`src/rtl/rv32i_trace_buf.sv`:
```
// rv32i_trace_buf: capture buffer for core commit samples with timestamps.
// Each entry holds {timestamp, sample}. The output is show-ahead, and readout
// works in every state. Define TRACE_PC_TRIGGER_EN to hold capture in ARMED
// until channel 0 matches trig_pc. When it is undefined, arm starts capture
// directly.
module rv32i_trace_buf #(
    parameter int unsigned XLEN   = 32,
    parameter int unsigned NUM_CH = 4,
    parameter int unsigned DEPTH  = 16,
    parameter int unsigned TS_W   = 16
) (
    input  logic                        clk,
    input  logic                        reset,
    input  logic                        arm,
    input  logic                        stop,
    input  logic                        smp_valid,
    input  logic [NUM_CH*XLEN-1:0]      smp_data,
    input  logic [XLEN-1:0]             trig_pc,
    input  logic                        rd_ready,
    output logic                        rd_valid,
    output logic [NUM_CH*XLEN+TS_W-1:0] rd_data,
    output logic [1:0]                  state_o,
    output logic [$clog2(DEPTH):0]      level,
    output logic [15:0]                 drop_cnt
);

    localparam int unsigned AW = $clog2(DEPTH);
    localparam int unsigned SW = NUM_CH * XLEN;
    localparam int unsigned EW = SW + TS_W;

    typedef enum logic [1:0] {
        StIdle    = 2'd0,
        StArmed   = 2'd1,
        StCapture = 2'd2,
        StDone    = 2'd3
    } state_e;

    state_e          state_q, state_d;
    logic [AW-1:0]   wptr_q, rptr_q;
    logic [AW:0]     count_q;
    logic [TS_W-1:0] ts_q;
    logic [15:0]     drop_q;
    logic [EW-1:0]   mem [DEPTH];

    logic trig_hit;
    logic sample_en;
    logic ts_adv;
    logic flush;
    logic full;
    logic do_pop;
    logic do_write;
    logic do_drop;

`ifdef TRACE_PC_TRIGGER_EN
    localparam state_e ArmTarget = StArmed;
    assign trig_hit = smp_valid && (smp_data[XLEN-1:0] == trig_pc);
`else
    localparam state_e ArmTarget = StCapture;
    logic unused_trig_pc;
    assign unused_trig_pc = ^trig_pc;
    assign trig_hit = 1'b0;
`endif

    // arm only acts outside a session; it flushes the buffer and starts a new session
    assign flush = arm && ((state_q == StIdle) || (state_q == StDone));

    // Next-state logic and per-cycle capture qualification
    always_comb begin
        state_d   = state_q;
        sample_en = 1'b0;
        ts_adv    = 1'b0;
        case (state_q)
            StIdle: begin
                if (arm) state_d = ArmTarget;
            end
            StArmed: begin
                // The triggering sample is the first entry, stamped 0
                if (trig_hit) begin
                    sample_en = 1'b1;
                    ts_adv    = 1'b1;
                    state_d   = StCapture;
                end
                if (stop) state_d = StDone;
            end
            StCapture: begin
                sample_en = smp_valid;
                ts_adv    = 1'b1;
                if (stop) state_d = StDone;
            end
            StDone: begin
                if (arm) state_d = ArmTarget;
            end
            default: state_d = StIdle;
        endcase
    end

    assign full     = (count_q == (AW+1)'(DEPTH));
    assign rd_valid = (count_q != '0);
    assign do_pop   = rd_valid && rd_ready;
    // A full buffer still takes a write when the head leaves on the same edge
    assign do_write = sample_en && (!full || do_pop);
    assign do_drop  = sample_en && full && !do_pop;

    // Control state: FSM, pointers, level, timestamp and drop counter
    always_ff @(posedge clk or posedge reset) begin
        if (reset) begin
            state_q <= StIdle;
            wptr_q  <= '0;
            rptr_q  <= '0;
            count_q <= '0;
            ts_q    <= '0;
            drop_q  <= '0;
        end else begin
            state_q <= state_d;
            if (flush) begin
                wptr_q  <= '0;
                rptr_q  <= '0;
                count_q <= '0;
                ts_q    <= '0;
                drop_q  <= '0;
            end else begin
                if (do_write) wptr_q <= wptr_q + AW'(1);
                if (do_pop) rptr_q <= rptr_q + AW'(1);
                case ({do_write, do_pop})
                    2'b10:   count_q <= count_q + (AW+1)'(1);
                    2'b01:   count_q <= count_q - (AW+1)'(1);
                    default: count_q <= count_q;
                endcase
                if (ts_adv) ts_q <= ts_q + TS_W'(1);
                if (do_drop && (drop_q != 16'hFFFF)) drop_q <= drop_q + 16'd1;
            end
        end
    end

    // Entry storage; it is not reset because the level gates every read
    always_ff @(posedge clk) begin
        if (do_write) mem[wptr_q] <= {ts_q, smp_data};
    end

    assign rd_data  = rd_valid ? mem[rptr_q] : '0;
    assign state_o  = state_q;
    assign level    = count_q;
    assign drop_cnt = drop_q;

endmodule

```
`config.mk`:
```
export PLATFORM = sky130hd
export DESIGN_NAME = rv32i_trace_buf
export DESIGN_NICKNAME = d
export VERILOG_FILES = /design/src/rtl/rv32i_trace_buf.sv
export SDC_FILE = /design/constraint.sdc
export NUM_CORES = 2
export LEC_CHECK = 0
export ABC_AREA = 1
export BUFFER_PORTS_ARGS = -buffer_cell sky130_fd_sc_hd__clkbuf_2
export CAP_MARGIN = 20
export CORE_MARGIN = 8
export CORE_UTILIZATION = 25
export CTS_CLUSTER_SIZE = 16
export DETAILED_ROUTE_END_ITERATION = 10
export RECOVER_POWER = 100
export SLEW_MARGIN = 25
export SYNTH_ARGS = -nofsm -noshare
export SYNTH_HDL_FRONTEND = slang
export SYNTH_SLANG_ARGS = --single-unit
```
`constraint.sdc`:
```
create_clock -name clk -period 11.7 [get_ports clk]
set_input_delay 1.17 -clock clk [delete_from_list [all_inputs] [get_ports clk]]
set_output_delay 1.17 -clock clk [all_outputs]
set_load 0.02 [all_outputs]
```
==> flow_metrics.py <==
metrics = {
    "detailed_routing": {
        "ant_nets": 0,
        "postRouteWirelength_microns": 259000,
        "routed.top_layer": "met5",
        "drt-initial-drc-count": 5889,
        "met1_layer_wirelength_in_the_final_routing_microns": 107000,
        "via_density_per_instance": 4.92,
        "met3_length_microns": 19900,
        "detailedRoute.firstPassIterationCount": 7,
        "route.vias.total": 57590,
        "route.detailed.wl_per_inst_microns": 22.1,
        "met2WireLength_microns": 123000,
        "post-route-drc-count": 0,
    },
    "synth": {
        "mappedNetlistNets": 6656,
        "postSynthCellCount": 6480,
        "yosys.cell_count.top_type": "edfxtp_1",
        "netlist_top_cells_count": "2,304 x edfxtp_1, 1,208 x nor2_1, 1,084 x o21ai_0, 402 x o221ai_1, 322 x clkbuf_1",
        "synth.avg_cell_area_sq_um": 14.1,
        "synth_area_leader_cell": "edfxtp_1",
        "ys_ff_latch": 2351,
        "synth-edff-count": 2304,
        "ys_warn_count": 0,
        "dominantRegCellSynth": "edfxtp_1",
        "postSynth.asyncResetShare_pct": 2.00,
        "synth_top_cells_by_area": "edfxtp_1 76%, o21ai_0 5.9%, nor2_1 5.0%",
        "synth_seq_area_share_pct": 76.9,
        "netlist.area_leader.share_pct": 75.6,
        "yosysUniqueCellTypes": 36,
        "cell_area_synth_sq_mm": 0.0916,
    },
    "sta": {
        "relSlewSlack_pct": -425,
        "min_period_ns": 9.23,
        "tns_ns": 0,
        "final_min_period_over_clock_period_pct": 78.9,
        "final.hold.worst_slack_ns": 0.509,
        "grt_setup_unrepaired": "no",
        "final-hold-violation-count": 0,
        "maxSlewViolCount": 2538,
        "clock.fmax_mhz": 108,
        "worst_pin_slew_ns": 7.87,
        "setup_violations": 0,
        "fin_worst_skew_ns": 0.0414,
    },
    "floorplanning": {
        "initial_core_util_pct": 25.1,
        "fp-row-count": 222,
        "die_h_microns": 621,
        "core_sq_mm": 0.365,
        "die_x_microns": 621,
        "die_area_sq_mm": 0.386,
        "ports_placed_on_the_boundary": 334,
    },
    "power": {
        "worst_ir_drop_vdd_v": 0.000165,
        "cellLeakagePower_nw": 31.7,
        "total_power_mw": 24.6,
        "power_density_mw_per_mm2": 233,
    },
    "clock_tree": {
        "post_cts_resized": 0,
        "htreeDepth": 5,
        "cts_tree": "done",
        "cts.clk_slew.worst_paths_ns": 0.06,
        "cts_inserted_buffers": 262,
        "clkSinkCount": 2351,
        "cts_max_path_buffers": 4,
        "postCtsSetupRepairBufs": 0,
        "ctsRootBufferMaster": "clkbuf_16",
        "cts.hold.buffers_added": 0,
        "worst_skew_pair.late_latency_ns": 0.88,
    },
    "min_path": {
        "min-delay-path-class": "reg -> reg",
        "hold_depth": 2,
        "hold-path-endpoint": "level[4]$_DFFE_PP0P_",
        "worstHoldStart": "level[4]$_DFFE_PP0P_",
    },
    "run": {
        "max-cap-violations": 58,
    },
    "global_routing": {
        "largest_net_degree_at_the_start_of_global_routing": 233,
        "grt_pass1_wl_microns": 376000,
        "globalRouteOverflowTotal": 0,
        "first_global_vias": 57530,
        "all_layer_global_routing_usage_pct": 12.7,
        "antenna_found_initial": 52,
    },
    "worst_setup_path": {
        "regToRegEndpoint": "mem[10][51]$_DFFE_PP_",
        "worstRegToRegCells": 7,
        "critPathCaptureType": "output port",
        "maximum_fanout_along_the_worst_path": 68,
        "worstPathRequired_ns": 10.53,
        "worst_setup_start_kind": "flop",
        "worstPathArrival_ns": 8.06,
        "setup.worst_path.class": "reg -> out",
        "reg2reg_slack_ns": 2.65,
        "worst_r2r_startpoint": "level[0]$_DFFE_PP0P_",
    },
    "cells_and_area": {
        "ratio_of_cells_with_drive_above_1_in_the_final_layout_pct": 6.31,
        "areaGrowthSynthToFinish_pct": 15.2,
        "seq_area_sq_mm": 0.0704,
        "fill_cells": 36356,
        "area_occupied_by_multi_input_gates_sq_mm": 0.0187,
        "fin_nets": 6818,
    },
    "run_status": {
        "run_status": "finished with violations",
        "failed_checks": "capacitance limit, slew limit",
    },
    "placement": {
        "detailed_place_hpwl_microns": 124000,
        "place.gp.congestion": 0.753,
        "port_buffers": 301,
    },
}
==> cell type report <==
cell class                      instances  area share [%]
Antenna cell                           31          0.0735
Clock buffer                          317            6.56
Clock inverter                        154            1.27
Inverter                               52           0.215
Multi-Input combinational cell       3579            17.7
Sequential cell                      2351            66.7
Tap cell                             4816            5.71
Timing Repair Buffer                  396            1.75
==> cell usage in the layout, fill, tap and decap left out, types with 3 or more instances in the layout <==
master	synthesis	final
buf_4	60	23
inv_6	0	16
nand2_1	80	80
o31ai_1	5	5
nand4_1	15	15
nor2_4	0	8
clkinvlp_4	0	9
clkbuf_2	24	14
buf_6	21	3
clkinv_1	1	64
dfrtp_4	0	4
o211ai_1	174	174
o21a_1	3	3
clkbuf_1	322	389
o22ai_1	174	174
o21ai_0	1084	1085
xor2_1	6	6
inv_1	48	46
dfrtp_1	47	43
inv_8	0	6
inv_16	0	4
diode_2	0	31
bufinv_16	0	14
nor3_1	15	15
ha_1	10	10
nand3_1	136	137
clkbuf_16	0	269
clkinv_8	0	3
edfxtp_1	2304	2304
o221ai_1	402	402
clkinv_2	0	37
buf_12	0	11
nor4_1	3	3
nor2_1	1208	1200
o21ai_1	90	89
clkinv_16	0	4
a21oi_1	163	165
==> critical path: stages (launching register included) <==
cell and delay, ns:
dfrtp_1 0.43, nor2_1 0.10, nand3_1 0.37, clkinvlp_2 3.49, a21oi_1 2.50, clkbuf_1 0.31
==> layer usage <==
layer,up-vias,global-route usage (%)
li1,25375,-
met1,29281,16.1
met2,2401,21.3
met3,515,2.62
met5,-,0
met4,18,4.75
==> metrics by stage <==
stage                     setup WS (ns)  area, sq um  util (%)  cells
after floorplan                    3.24        91600         -   6480
after global placement             4.97        97800      26.8  11191
after detailed placement           4.84        97900      26.8  11193
after CTS                          3.86       106000      29.1  11664
after global routing               2.05       105000      28.9  11677
final                              2.47       105000      28.9  11696
==> sequential cells by signal (all words and copies together), names as in the netlist <==
| signal | count |
|---|---|
| level | 5 |
| wptr_q | 4 |
| ts_q | 16 |
| state_o | 2 |
| drop_cnt | 16 |
| rptr_q | 4 |
| mem | 2304 |
==> logic make-up after synthesis <==
group	Yosys count	share of synthesized area, %
simple gates	1461	6.26
compound gates	2100	13.9
flops	2351	76.9
buf+inv	550	2.79
xor+xnor	8	0.0765
fa+ha+maj	10	0.137
==> worst max-delay path by stage <==
stage,start,cells past startpoint,slack [ns],end
global placement,rptr_q[0]$_DFFE_PP0P_,9,4.97,rd_data[47]
CTS,rptr_q[0]$_DFFE_PP0P_,9,3.86,rd_data[47]
detailed placement,rptr_q[0]$_DFFE_PP0P_,9,4.84,rd_data[47]
global route,level[0]$_DFFE_PP0P_,5,2.05,rd_data[131]
finish,level[0]$_DFFE_PP0P_,5,2.47,rd_data[131]
floorplan,smp_valid,6,3.24,mem[15][0]$_DFFE_PP_
==> report_power, final <==
group	total [mW]	internal [mW]	switching (mW)	leakage, nW
Sequential	9.98	9.77	0.208	21.5
Clock	7.90	4.57	3.34	4.02
Combinational	6.69	1.61	5.08	6.19
No activity file was read; power rests on OpenSTA's default activity.
